### src/rtl/hidden_layer_accum_if.sv
// rtl/hidden_layer_accum_if.sv - result handshake between the hidden-layer accumulator and its store
interface hidden_layer_accum_if #(
    parameter int OUT_WIDTH = 8
) ();
    logic                 hid_valid;
    logic                 hid_ready;
    logic [4:0]           hid_idx;
    logic [OUT_WIDTH-1:0] hid_val;

    modport master (output hid_valid, output hid_idx, output hid_val, input hid_ready);
    modport slave  (input hid_valid, input hid_idx, input hid_val, output hid_ready);
endinterface

### src/rtl/hidden_layer_accum.sv
// rtl/hidden_layer_accum.sv - per-neuron weighted sum of set input pixels, ReLU and saturation
module hidden_layer_accum #(
    parameter int NUM_INPUTS = 784,
    parameter int NUM_HIDDEN = 32,
    parameter int W_WIDTH    = 8,
    parameter int ACC_WIDTH  = 18,
    parameter int OUT_WIDTH  = 8
) (
    input  logic                      clk,
    input  logic                      rst_n,
    input  logic                      start,
    output logic [9:0]                in_addr,
    input  logic                      in_q,
    output logic [14:0]               wt_addr,
    input  logic signed [W_WIDTH-1:0] wt_q,
    hidden_layer_accum_if.master      hid,
    output logic                      busy,
    output logic                      done
);
    typedef enum logic [2:0] {
        S_IDLE,
        S_ADDR,
        S_DRAIN,
        S_EMIT,
        S_DONE
    } state_t;

    localparam logic [9:0]  LAST_INDEX  = 10'(NUM_INPUTS - 1);
    localparam logic [4:0]  LAST_NEURON = 5'(NUM_HIDDEN - 1);
    localparam logic [14:0] BASE_STEP   = 15'(NUM_INPUTS);
    localparam logic signed [ACC_WIDTH-1:0] OUT_MAX = ACC_WIDTH'((1 << OUT_WIDTH) - 1);

    state_t                       state_q, state_d;
    logic signed [ACC_WIDTH-1:0]  acc_q;
    logic [4:0]                   neuron_q;
    logic [9:0]                   index_q;
    logic [14:0]                  base_q;
    logic signed [ACC_WIDTH-1:0]  wt_ext;
    logic [OUT_WIDTH-1:0]         sat_val;

    assign wt_ext = {{(ACC_WIDTH - W_WIDTH){wt_q[W_WIDTH-1]}}, wt_q};

    always_comb begin
        if (acc_q[ACC_WIDTH-1]) begin
            sat_val = '0;
        end else if (acc_q > OUT_MAX) begin
            sat_val = '1;
        end else begin
            sat_val = acc_q[OUT_WIDTH-1:0];
        end
    end

    always_ff @(posedge clk) begin
        if (!rst_n) begin
            state_q <= S_IDLE;
        end else begin
            state_q <= state_d;
        end
    end

    always_comb begin
        state_d       = state_q;
        in_addr       = '0;
        wt_addr       = '0;
        busy          = 1'b0;
        done          = 1'b0;
        hid.hid_valid = 1'b0;
        hid.hid_idx   = '0;
        hid.hid_val   = '0;
        case (state_q)
            S_IDLE: begin
                if (start) state_d = S_ADDR;
            end
            S_ADDR: begin
                busy    = 1'b1;
                in_addr = index_q;
                wt_addr = base_q + {5'd0, index_q};
                if (index_q == LAST_INDEX) state_d = S_DRAIN;
            end
            S_DRAIN: begin
                busy    = 1'b1;
                state_d = S_EMIT;
            end
            S_EMIT: begin
                busy          = 1'b1;
                hid.hid_valid = 1'b1;
                hid.hid_idx   = neuron_q;
                hid.hid_val   = sat_val;
                if (hid.hid_ready) begin
                    state_d = (neuron_q == LAST_NEURON) ? S_DONE : S_ADDR;
                end
            end
            S_DONE: begin
                done    = 1'b1;
                state_d = S_IDLE;
            end
            default: state_d = S_IDLE;
        endcase
    end

    // RAM data lags the address by one cycle, so the first ADDR cycle has nothing to add
    always_ff @(posedge clk) begin
        if (!rst_n) begin
            acc_q    <= '0;
            neuron_q <= '0;
            index_q  <= '0;
            base_q   <= '0;
        end else begin
            case (state_q)
                S_IDLE: begin
                    if (start) begin
                        acc_q    <= '0;
                        neuron_q <= '0;
                        index_q  <= '0;
                        base_q   <= '0;
                    end
                end
                S_ADDR: begin
                    if (index_q != '0 && in_q) acc_q <= acc_q + wt_ext;
                    if (index_q != LAST_INDEX) index_q <= index_q + 10'd1;
                end
                S_DRAIN: begin
                    if (in_q) acc_q <= acc_q + wt_ext;
                end
                S_EMIT: begin
                    if (hid.hid_ready && neuron_q != LAST_NEURON) begin
                        neuron_q <= neuron_q + 5'd1;
                        base_q   <= base_q + BASE_STEP;
                        index_q  <= '0;
                        acc_q    <= '0;
                    end
                end
                default: ;
            endcase
        end
    end
endmodule

### src/flat_wrapper.sv
// flat-port wrapper written by rule: the top's interface ports become plain ports
module hidden_layer_accum_flat 
#(
    parameter int NUM_INPUTS = 784,
    parameter int NUM_HIDDEN = 32,
    parameter int W_WIDTH    = 8,
    parameter int ACC_WIDTH  = 18,
    parameter int OUT_WIDTH  = 8
)
  (clk, rst_n, start, in_addr, in_q, wt_addr, wt_q, busy, done, hid_hid_valid, hid_hid_idx, hid_hid_val, hid_hid_ready);
  hidden_layer_accum_if #(.OUT_WIDTH(OUT_WIDTH)) hid_i ();
  input  logic clk;
  input  logic rst_n;
  input  logic start;
  output logic [9:0] in_addr;
  input  logic in_q;
  output logic [14:0] wt_addr;
  input  logic signed [W_WIDTH-1:0] wt_q;
  output logic busy;
  output logic done;
  output wire logic [$bits(hid_i.hid_valid)-1:0] hid_hid_valid;
  output wire logic [$bits(hid_i.hid_idx)-1:0] hid_hid_idx;
  output wire logic [$bits(hid_i.hid_val)-1:0] hid_hid_val;
  input wire logic [$bits(hid_i.hid_ready)-1:0] hid_hid_ready;
  assign hid_hid_valid = hid_i.hid_valid;
  assign hid_hid_idx = hid_i.hid_idx;
  assign hid_hid_val = hid_i.hid_val;
  assign hid_i.hid_ready = hid_hid_ready;
  hidden_layer_accum #(.NUM_INPUTS(NUM_INPUTS), .NUM_HIDDEN(NUM_HIDDEN), .W_WIDTH(W_WIDTH), .ACC_WIDTH(ACC_WIDTH), .OUT_WIDTH(OUT_WIDTH)) u_core (.clk(clk), .rst_n(rst_n), .start(start), .in_addr(in_addr), .in_q(in_q), .wt_addr(wt_addr), .wt_q(wt_q), .hid(hid_i), .busy(busy), .done(done));
endmodule
### config.mk
export PLATFORM = sky130hd
export DESIGN_NAME = hidden_layer_accum_flat
export DESIGN_NICKNAME = d
export VERILOG_FILES = /design/src/rtl/hidden_layer_accum_if.sv /design/src/rtl/hidden_layer_accum.sv /design/src/flat_wrapper.sv
export SDC_FILE = /design/constraint.sdc
export NUM_CORES = 1
export LEC_CHECK = 0
export ABC_CLOCK_PERIOD_IN_PS = 3710
export BUFFER_PORTS_ARGS = -buffer_cell sky130_fd_sc_hd__buf_4
export CAP_MARGIN = 20
export CORE_ASPECT_RATIO = 1.25
export CORE_MARGIN = 2
export CORE_UTILIZATION = 55
export DETAILED_ROUTE_END_ITERATION = 6
export GPL_TIMING_DRIVEN = 1
export PLACE_DENSITY = 0.79
export SETUP_SLACK_MARGIN = 0.5
export SYNTH_ARGS = -nofsm -noshare
export SYNTH_HDL_FRONTEND = slang
export SYNTH_SLANG_ARGS = --single-unit
### constraint.sdc
create_clock -name clk -period 3.71 [get_ports clk]
set_clock_uncertainty 0.2 [all_clocks]
set_input_delay 0 -clock clk [delete_from_list [all_inputs] [get_ports clk]]
set_output_delay 0 -clock clk [all_outputs]
set_load 0.1 [all_outputs]
* Word-level counts from Yosys, hierarchy flattened
Index checks and enable logic that the tools add are counted.
** Operators by class
- $add $sub $neg :: 5
- Magnitude comparators :: 1
- Eq/ne operators :: 15
- Muxes and demuxes :: 29
- Reductions and logical operators :: 12
** Operator list (count)
- $mux 18 :: 4
- $pmux 18 s4 :: 1
- $mux 15 :: 3
- $mux 10 :: 4
- $pmux 10 s3 :: 1
- $pmux 15 s2 :: 1
- $mux 8 :: 3
- $add 18x8->18 :: 1
- $gt 18x9->1 const B :: 1
- $add 15x10->15 :: 1
- $add 15x10->15 const B :: 1
- $mux 5 :: 3
- $mux 3 :: 4
- $pmux 3 s4 :: 1
- $add 10x1->10 const B :: 1
- $eq 10x10->1 const B :: 1
- $ne 10x10->1 const B :: 1
- $pmux 5 s2 :: 1
- $reduce_bool 10->1 :: 1
- $ne 2x1->1 const B :: 4
- $eq 3x2->1 const B :: 2
- $ne 2x2->1 const B :: 3
- $reduce_and 3->1 :: 2
- $add 5x1->5 const B :: 1
- 13 further kinds :: 16
** Word-level totals
- Register bits :: 51
- Bits of input ports :: 13
- Output and inout bits :: 41
- Logic and storage cells :: 67

* Longest topological paths before layout
Gate-level depths: netlist of run 1.
- Word-level depth :: 4
- Depth in mapped cells :: 10
- Mapped depth without buffers :: 10

* Worst setup path before layout of run 1
Ideal clock, no wire load.
- Path type :: register -> output
- Start point :: register u_core.base_q[5]
- End point :: output wt_addr[7]
- Arrival time :: 3295 ps
- Required time :: 3510 ps
- Setup slack :: 215 ps
- Cell stages (with the launch flop) :: 6
- Path buffers :: 0
- Cells stage by stage :: dfxtp_1 -> ha_1 -> a21o_1 -> a21o_1 -> nand2_1 -> nor3b_1
** Between the ends
- Cells in the longest elaborated chain, start to end :: 2
** RTL lines
- start: declaration :: line hidden_layer_accum.sv:37 : logic [14:0] base_q;
- start signal: assignment :: line hidden_layer_accum.sv:128 : base_q <= base_q + BASE_STEP;
- $add 15x10->15 :: line hidden_layer_accum.sv:77 : wt_addr = base_q + {5'd0, index_q};
- $mux 15 :: line hidden_layer_accum.sv:70 : case (state_q)
- end: declaration :: line flat_wrapper.sv:17 : output logic [14:0] wt_addr;
Every way passes these cells.

* Worst setup path in the final report of run 1
- Start point :: register u_core.neuron_q[0]
- End point :: register u_core.index_q[9]
** Between the ends
- Cells in the longest elaborated chain, start to end :: 4
** RTL lines
- start: declaration :: line hidden_layer_accum.sv:35 : logic [4:0] neuron_q;
- start signal: assignment :: line hidden_layer_accum.sv:127 : neuron_q <= neuron_q + 5'd1;
- $ne 5x5->1 :: line hidden_layer_accum.sv:126 : if (hid.hid_ready && neuron_q != LAST_NEURON) begin
- $logic_and 1x1->1 :: line hidden_layer_accum.sv:126
- $ne 2x1->1 (no source line)
- $reduce_and 4->1 (no source line)
- end signal: assignment :: line hidden_layer_accum.sv:120 : if (index_q != LAST_INDEX) index_q <= index_q + 10'd1;
- end: declaration :: line hidden_layer_accum.sv:36 : logic [9:0] index_q;
Every way passes these cells.
A chain may end at the register's enable or synchronous reset.

==> flow_summary.html, run 1 <==
<table>
<tr><th>Metric</th><th>Value</th></tr>
<tr><th colspan="2">Status</th></tr>
<tr><td>Outcome</td><td>completed</td></tr>
<tr><th colspan="2">Die</th></tr>
<tr><td>Overall die width</td><td>75.1 um</td></tr>
<tr><td>I/O pin count</td><td>54</td></tr>
<tr><td>Die footprint</td><td>0.00697 sq mm</td></tr>
<tr><td>Number of rows created at floorplan</td><td>32</td></tr>
<tr><td>Initial core utilization</td><td>0.567</td></tr>
<tr><td>Floorplan die height</td><td>92.8 um</td></tr>
<tr><td>Core region area</td><td>0.00613 sq mm</td></tr>
<tr><th colspan="2">Final layout</th></tr>
<tr><td>Count of fill cells added during filler insertion</td><td>538</td></tr>
<tr><td>Area growth syn-to-layout</td><td>18.3%</td></tr>
<tr><td>Layout cells sized above 1</td><td>0.150</td></tr>
<tr><td>Finished Core Util</td><td>0.670</td></tr>
<tr><td>Post-route cell area</td><td>0.00411 sq mm</td></tr>
<tr><td>Fin nets</td><td>537</td></tr>
<tr><td>Antenna Diode Count</td><td>0</td></tr>
<tr><th colspan="2">Power</th></tr>
<tr><td>Combinational power share</td><td>0.344</td></tr>
<tr><td>Leakage power total</td><td>1.80 nW</td></tr>
<tr><td>Maximum vdd ir drop</td><td>0.000197 V</td></tr>
<tr><td>Total internal power</td><td>0.913 mW</td></tr>
<tr><td>Switch share</td><td>0.370</td></tr>
<tr><td>Proportion of power drawn by the clock network</td><td>0.258</td></tr>
<tr><td>P_sw</td><td>0.536 mW</td></tr>
<tr><td>Part of the power in registers</td><td>0.398</td></tr>
<tr><td>Power per standard cell area</td><td>353 mW/mm^2</td></tr>
<tr><th colspan="2">Placed design</th></tr>
<tr><td>Final weighted congestion in routability-driven placement</td><td>0.914</td></tr>
<tr><td>HPWL after DPL</td><td>6260 um</td></tr>
<tr><td>Cell area after placement</td><td>0.00393 sq mm</td></tr>
<tr><td>PortBufs</td><td>53</td></tr>
<tr><th colspan="2">Setup path</th></tr>
<tr><td>Worst r2r src</td><td>u_core.neuron_q[0]</td></tr>
<tr><td>Required time worst endpoint</td><td>3.69 ns</td></tr>
<tr><td>Crit path launch type</td><td>register</td></tr>
<tr><td>Reg-to-reg setup timing slack</td><td>0.84 ns</td></tr>
<tr><td>Capture point of the worst reg-to-reg path</td><td>u_core.index_q[9]</td></tr>
<tr><td>Depth of the worst register-to-register path</td><td>10</td></tr>
<tr><td>Setup crit end kind</td><td>register</td></tr>
<tr><td>Arrival time of data at the critical path endpoint</td><td>2.85 ns</td></tr>
<tr><td>CP max FO</td><td>7</td></tr>
<tr><td>Critical Setup Path Class</td><td>reg -&gt; reg</td></tr>
<tr><td>Crit path from</td><td>u_core.neuron_q[0]</td></tr>
<tr><td>Capturing element of the worst setup path</td><td>u_core.index_q[9]</td></tr>
<tr><th colspan="2">Timing</th></tr>
<tr><td>Number of max-slew violations in the final report</td><td>0</td></tr>
<tr><td>Setup Viol. Count Final</td><td>0</td></tr>
<tr><td>Max-slew headroom</td><td>0.386</td></tr>
<tr><td>Transition at the pin with the smallest max-transition slack</td><td>0.913 ns</td></tr>
<tr><td>Maximum frequency from static timing analysis</td><td>0.348 GHz</td></tr>
<tr><td>Shortest clock period the worst path allows after layout</td><td>2.87 ns</td></tr>
<tr><td>Accumulated negative setup slack</td><td>0 ns</td></tr>
<tr><td>Final Cycle Share</td><td>0.773</td></tr>
<tr><td>Hold violation count in the final report</td><td>0</td></tr>
<tr><td>Unrepaired setup endpoints after global routing</td><td>no</td></tr>
<tr><th colspan="2">Synthesis</th></tr>
<tr><td>Biggest area consumer among synthesized cells</td><td>dfxtp_1</td></tr>
<tr><td>YS warnings</td><td>0</td></tr>
<tr><td>Post-synth top cells</td><td>nor2_1 (57), dfxtp_1 (47), nand2_1 (39)</td></tr>
<tr><td>Post-synth EDFFs</td><td>0</td></tr>
<tr><td>Cell count after synthesis</td><td>443</td></tr>
<tr><td>Syn Nets</td><td>486</td></tr>
<tr><td>Post-Syn Area</td><td>0.00347 sq mm</td></tr>
<tr><td>Leading post-synthesis cells by cell area</td><td>dfxtp_1 (27%), ha_1 (10%), nor2_1 (6.2%), xor2_1 (5.6%), a21oi_1 (5.2%)</td></tr>
<tr><td>Most used DFF post-synth</td><td>dfxtp_1</td></tr>
<tr><td>FFs w/ async S/R, synth</td><td>0</td></tr>
<tr><td>Count leader, synth</td><td>nor2_1</td></tr>
<tr><td>Share of the yosys chip area belonging to registers</td><td>0.271</td></tr>
<tr><td>Post-synth top area share</td><td>0.271</td></tr>
<tr><td>Synthesized area per cell</td><td>7.83 sq um</td></tr>
<tr><td>Count of distinct cell types in the synthesized netlist</td><td>57</td></tr>
<tr><td>Synthesized flop and latch total</td><td>47</td></tr>
<tr><th colspan="2">Drt</th></tr>
<tr><td>WL per Instance</td><td>14.4 um</td></tr>
<tr><td>Routed via count divided by cell count</td><td>5.68</td></tr>
<tr><td>Number of vias in the routed layout</td><td>3290</td></tr>
<tr><td>First DRT Iteration DRCs</td><td>139</td></tr>
<tr><td>Routed Antenna Nets</td><td>0</td></tr>
<tr><td>Final routed DRC violation total</td><td>0</td></tr>
<tr><td>Number of iterations in the first detailed-routing pass</td><td>7</td></tr>
<tr><td>Routed wire length</td><td>8330 um</td></tr>
<tr><th colspan="2">Flow run</th></tr>
<tr><td>Max-capacitance violation count</td><td>0</td></tr>
<tr><th colspan="2">Clocking</th></tr>
<tr><td>Clock sink count</td><td>47</td></tr>
<tr><td>Clock tree buffer depth</td><td>2</td></tr>
<tr><td>CTS clk-pin slew, worst paths</td><td>0.09 ns</td></tr>
<tr><td>Skew-Pair Late Insertion Delay</td><td>0.30 ns</td></tr>
<tr><td>Inserted Clock Buffers</td><td>5</td></tr>
<tr><td>CTS tree</td><td>yes</td></tr>
<tr><td>CTS H-tree lvls</td><td>2</td></tr>
<tr><td>Setup bufs post-CTS</td><td>0</td></tr>
<tr><td>Cell at the root of the clock tree</td><td>clkbuf_8</td></tr>
<tr><th colspan="2">GRT</th></tr>
<tr><td>Number of global-route vias before repair</td><td>3277</td></tr>
<tr><td>GRT Overall Usage</td><td>0.255</td></tr>
<tr><td>Maximum number of pins on one net before global-route repair</td><td>21</td></tr>
<tr><td>Congestion Overflow GR</td><td>0</td></tr>
<tr><td>Number of antenna violations at the first check in global routing</td><td>0</td></tr>
<tr><td>Global-route wire length before repair</td><td>14200 um</td></tr>
<tr><th colspan="2">Worst hold path</th></tr>
<tr><td>Worst min-delay path category</td><td>in -&gt; reg</td></tr>
</table>
[state kept, by name, indices dropped and copies added (netlist names)]
register,flops
u_core.acc_q,18
u_core.base_q,11
u_core.index_q,10
u_core.neuron_q,5
u_core.state_q,3
[power by group through the flow]
stage	combinational, mW	clock (mW)	sequential, mW
after global placement	0.481	0	0.587
final	0.498	0.375	0.577
after floorplan	0.394	0	0.571
after detailed placement	0.491	0	0.588
after CTS	0.498	0.379	0.576
after global routing	0.549	0.399	0.583
[routing by layer]
layer / part of all wire / up-vias / routed length [um] / track usage
li1: - / 1660 / - / -
met1: 0.41 / 1554 / 3410 / 0.286
met2: 0.55 / 60 / 4560 / 0.465
met3: 0.025 / 16 / 208 / 0.0348
met4: 0.019 / 0 / 156 / 0.103
met5: 0 / - / 0 / 0
[worst min-delay path by stage]
stage                  from           endpoint  slack [ns]  depth (start not counted)
detailed placement    rst_n  u_core.state_q[2]        0.12                          3
global route        wt_q[2]    u_core.acc_q[2]        0.05                          5
floorplan             start  u_core.state_q[1]        0.06                          2
CTS                 wt_q[3]    u_core.acc_q[3]        0.01                          5
global placement      rst_n  u_core.state_q[2]        0.11                          3
finish              wt_q[3]    u_core.acc_q[3]        0.02                          5
[timing repair]
item / CTS / global route
hold buffers: 7 / 0
gates resized for setup: 0 / 0
endpoints found under the hold margin: 6 / 0
[cell type report]
cell class,count,area (sq um),share of cell area
clock inverters,1,30.0,0.00731
repair buffers,65,505,0.123
clock buffers,6,72.6,0.0177
well taps,85,106,0.0259
flip-flops and latches,47,941,0.229
inverters,8,30.0,0.00731
multi-input cells,367,2420,0.590
[worst max-delay path, stage by stage, from the launching register on]
cell	delay, ns
dfxtp_1	0.35
ha_1	0.22
and3_1	0.18
ha_1	0.21
nand2b_1	0.15
a311o_1	0.40
a211oi_4	0.36
nor4b_4	0.31
nand4_1	0.14
xor2_1	0.16
nor2_1	0.05
[stage by stage]
stage	hold WS (ns)	instances	total power, mW	setup WS (ns)
after global placement	0.114	565	1.07	0.935
after CTS	0.0139	579	1.45	0.835
after floorplan	0.0577	443	0.965	0.516
after global routing	0.0540	579	1.53	0.675
final	0.0236	579	1.45	0.840
after detailed placement	0.118	565	1.08	0.870
[logic make-up (layout without fill, tap and decap cells)]
| group | Yosys count | count (layout) | share of synthesized area |
|---|---|---|---|
| AND/OR/NAND/NOR | 187 | 187 | 0.275 |
| AO/OA/AOI/OAI | 108 | 108 | 0.205 |
| flip-flops | 47 | 47 | 0.271 |
| XOR/XNOR | 41 | 41 | 0.103 |
| adder cells (fa/ha/maj) | 30 | 30 | 0.110 |
| buffers and inverters | 29 | 80 | 0.0342 |
| other | 1 | 1 | 0.00108 |
[placed cells by master (no fill, tap or decap), types with 2 or more instances in the layout]
cell type,n
inv_1,8
nand2b_1,10
nand2_1,39
dfxtp_1,47
a21oi_1,36
o21bai_1,2
nand4b_1,3
a211o_1,2
dlygate4sd3_1,7
and3_1,2
nor2b_1,3
nor3_2,2
xnor2_1,19
nand4_1,12
a31oi_1,2
and2_1,16
a21o_1,13
o221ai_1,2
a2111oi_0,2
and4_1,2
o211ai_1,2
xor2_1,22
ha_1,29
or3_1,4
o21ai_0,17
clkbuf_8,5
o31ai_1,3
a21boi_0,2
buf_4,58
nand3_1,18
o21a_1,14
nor3_1,6
nor4_1,4
nor2_1,57
Power figures use the tool's default switching activity.
==> inputs of run 2 (changes only) <==
ABC_CLOCK_PERIOD_IN_PS = 2900   (was 3710)
clock period = 2.9 ns   (was 3.71 ns; I/O delays follow)
==> flow_summary.html, run 2 (same netlist as run 1, synthesis figures left out) <==
<table>
<tr><th>Metric</th><th>Value</th></tr>
<tr><th colspan="2">Final layout</th></tr>
<tr><td>Area growth syn-to-layout</td><td>29.9%</td></tr>
<tr><td>Fin nets</td><td>552</td></tr>
<tr><td>Top library cells by usage in the layout, fill and taps aside</td><td>buf_4 (71), nor2_1 (52), nand2_1 (39)</td></tr>
<tr><td>Area used by multi-input combinational logic</td><td>0.00262 sq mm</td></tr>
<tr><td>Largest registers ranked by flip-flop count</td><td>u_core.acc_q x18, u_core.base_q x11, u_core.index_q x10</td></tr>
<tr><td>Post-route cell area</td><td>0.00451 sq mm</td></tr>
<tr><td>Layout cells sized above 1</td><td>0.275</td></tr>
<tr><td>Finished Core Util</td><td>0.736</td></tr>
<tr><td>Sequential Area</td><td>966 sq um</td></tr>
<tr><td>Antenna Diode Count</td><td>0</td></tr>
<tr><td>Non-filler cells in the finished layout</td><td>595</td></tr>
<tr><td>Most flops, register</td><td>u_core.acc_q</td></tr>
<tr><td>Number of flip-flops under the largest register name</td><td>18</td></tr>
<tr><td>Count of fill cells added during filler insertion</td><td>453</td></tr>
<tr><td>Most common library cell in the layout ignoring fill and taps</td><td>buf_4</td></tr>
<tr><th colspan="2">Drt</th></tr>
<tr><td>Number of iterations in the first detailed-routing pass</td><td>4</td></tr>
<tr><td>Final routed DRC violation total</td><td>0</td></tr>
<tr><td>WL per Instance</td><td>15.4 um</td></tr>
<tr><td>Routed wire length</td><td>9190 um</td></tr>
<tr><td>Routed Antenna Nets</td><td>0</td></tr>
<tr><td>Number of vias in the routed layout</td><td>3434</td></tr>
<tr><td>First DRT Iteration DRCs</td><td>151</td></tr>
<tr><td>Routed via count divided by cell count</td><td>5.77</td></tr>
<tr><th colspan="2">Worst hold path</th></tr>
<tr><td>Worst min-delay path category</td><td>in -&gt; reg</td></tr>
<tr><td>End of the worst hold path</td><td>u_core.acc_q[1]</td></tr>
<tr><td>Hold path depth</td><td>4</td></tr>
<tr><td>Beginning of the worst hold path</td><td>wt_q[1]</td></tr>
<tr><th colspan="2">Die</th></tr>
<tr><td>Initial core utilization</td><td>0.567</td></tr>
<tr><td>I/O pin count</td><td>54</td></tr>
<tr><td>Number of rows created at floorplan</td><td>32</td></tr>
<tr><td>Floorplan die height</td><td>92.8 um</td></tr>
<tr><td>Overall die width</td><td>75.1 um</td></tr>
<tr><td>Die footprint</td><td>0.00697 sq mm</td></tr>
<tr><td>Core region area</td><td>0.00613 sq mm</td></tr>
<tr><th colspan="2">Setup path</th></tr>
<tr><td>Most used cell along the critical path</td><td>ha_4</td></tr>
<tr><td>Depth of the worst register-to-register path</td><td>10</td></tr>
<tr><td>Reg-to-reg setup timing slack</td><td>0.36 ns</td></tr>
<tr><td>Slowest stage cell on the critical path</td><td>dfxtp_2</td></tr>
<tr><td>Number of buffer and inverter stages on the critical path</td><td>0</td></tr>
<tr><td>Crit-path cells</td><td>ha_4 -&gt; and3_4 -&gt; ha_4 -&gt; nand2b_4 -&gt; a311o_1 -&gt; a211oi_4 -&gt; nor4b_4 -&gt; nand4_1 -&gt; xor2_1 -&gt; nor2_1</td></tr>
<tr><td>Crit path from</td><td>u_core.neuron_q[1]</td></tr>
<tr><td>CP max FO</td><td>3</td></tr>
<tr><td>Critical Setup Path Class</td><td>reg -&gt; reg</td></tr>
<tr><td>Arrival time of data at the critical path endpoint</td><td>2.51 ns</td></tr>
<tr><td>Crit path launch type</td><td>register</td></tr>
<tr><td>Worst r2r src</td><td>u_core.neuron_q[1]</td></tr>
<tr><td>Largest incremental delay on the critical path</td><td>0.34 ns</td></tr>
<tr><td>Family with the most delay on the worst path</td><td>simple AND/OR/NAND/NOR gates</td></tr>
<tr><td>Capture point of the worst reg-to-reg path</td><td>u_core.index_q[9]</td></tr>
<tr><td>Setup crit end kind</td><td>register</td></tr>
<tr><td>Required time worst endpoint</td><td>2.87 ns</td></tr>
<tr><th colspan="2">Timing</th></tr>
<tr><td>Setup Viol. Count Final</td><td>0</td></tr>
<tr><td>Final Cycle Share</td><td>0.875</td></tr>
<tr><td>Accumulated negative setup slack</td><td>0 ns</td></tr>
<tr><td>Shortest clock period the worst path allows after layout</td><td>2.54 ns</td></tr>
<tr><td>Unrepaired setup endpoints after global routing</td><td>yes</td></tr>
<tr><td>Number of max-slew violations in the final report</td><td>0</td></tr>
<tr><td>Worst slack on hold paths</td><td>0.0328 ns</td></tr>
<tr><td>Hold violation count in the final report</td><td>0</td></tr>
<tr><td>Maximum frequency from static timing analysis</td><td>0.394 GHz</td></tr>
<tr><td>Least setup slack across all paths after layout</td><td>0.364 ns</td></tr>
<tr><th colspan="2">Clocking</th></tr>
<tr><td>Inserted Clock Buffers</td><td>5</td></tr>
<tr><td>Clock sink count</td><td>47</td></tr>
<tr><td>Cell at the root of the clock tree</td><td>clkbuf_8</td></tr>
<tr><td>Skew-Pair Late Insertion Delay</td><td>0.30 ns</td></tr>
<tr><td>CTS clk-pin slew, worst paths</td><td>0.09 ns</td></tr>
<tr><td>CTS tree</td><td>yes</td></tr>
<tr><td>Clock tree buffer depth</td><td>2</td></tr>
<tr><td>CTS H-tree lvls</td><td>2</td></tr>
<tr><th colspan="2">GRT</th></tr>
<tr><td>Number of global-route vias before repair</td><td>3330</td></tr>
<tr><td>Maximum number of pins on one net before global-route repair</td><td>17</td></tr>
<tr><td>Congestion Overflow GR</td><td>0</td></tr>
<tr><td>Number of antenna violations at the first check in global routing</td><td>0</td></tr>
<tr><td>Global-route wire length before repair</td><td>14700 um</td></tr>
<tr><td>GRT Overall Usage</td><td>0.265</td></tr>
<tr><th colspan="2">Status</th></tr>
<tr><td>Outcome</td><td>completed</td></tr>
<tr><th colspan="2">Placed design</th></tr>
<tr><td>Placed Cells</td><td>570</td></tr>
<tr><td>HPWL after DPL</td><td>6350 um</td></tr>
<tr><td>Final weighted congestion in routability-driven placement</td><td>0.859</td></tr>
<tr><td>Worst setup timing slack at the placement stage</td><td>0.277 ns</td></tr>
<tr><td>PortBufs</td><td>53</td></tr>
<tr><td>Cell area after placement</td><td>0.00402 sq mm</td></tr>
<tr><th colspan="2">Power</th></tr>
<tr><td>Total power draw</td><td>2.01 mW</td></tr>
<tr><td>Maximum vdd ir drop</td><td>0.000293 V</td></tr>
<tr><td>Leakage power total</td><td>1.89 nW</td></tr>
<tr><td>Power per standard cell area</td><td>445 mW/mm^2</td></tr>
<tr><th colspan="2">Flow run</th></tr>
<tr><td>Max-capacitance violation count</td><td>0</td></tr>
</table>
-- run 2: cell count changes in the layout (fill, tap and decap cells not counted), sizes merged --
cell,before,now
buf,58,76
dlygate4sd3,7,4
bufinv,1,2
-- run 2: what timing repair did --
item | in CTS | in global routing
hold buffers | 4 | 0
endpoints found under the hold margin | 14 | 0
pin swaps | 11 | 12
buffers inserted | 6 | 7
gates resized for setup | 30 | 30
endpoints found under the setup margin | 23 | 43
-- run 2: tightest hold or removal path, cell delays in order --
cell and delay [ns]:
buf_4 0.10, fa_2 0.20, nand3_1 0.07, a21oi_1 0.13
-- run 2: layout make-up --
cell class	count	area share
inverter	8	0.00666
clock inverter	2	0.0133
multi-input combinational	367	0.582
tap	85	0.0236
sequential	47	0.214
timing repair buffer	80	0.144
clock buffer	6	0.0161
-- run 2: report_power, final --
group / switching, mW / leakage (nW) / internal (mW)
logic: 0.434 / 1.43 / 0.260
registers: 0.0534 / 0.389 / 0.687
clock network: 0.229 / 0.0654 / 0.345
-- run 2: how the worst max path moves through the flow --
stage,slack [ns],cells past startpoint,to
floorplan,0.22,5,wt_addr[4]
global placement,0.34,10,u_core.index_q[9]
detailed placement,0.28,10,u_core.index_q[9]
CTS,0.38,10,u_core.index_q[9]
global route,0.26,10,u_core.index_q[9]
finish,0.36,10,u_core.index_q[9]
-- run 2: routing by layer --
metal | global-route usage | wire length, um | vias up
li1 | - | - | 1693
met1 | 0.294 | 3560 | 1609
met2 | 0.494 | 5030 | 109
met3 | 0.0381 | 370 | 23
met4 | 0.0938 | 231 | 0
met5 | 0 | 0 | -
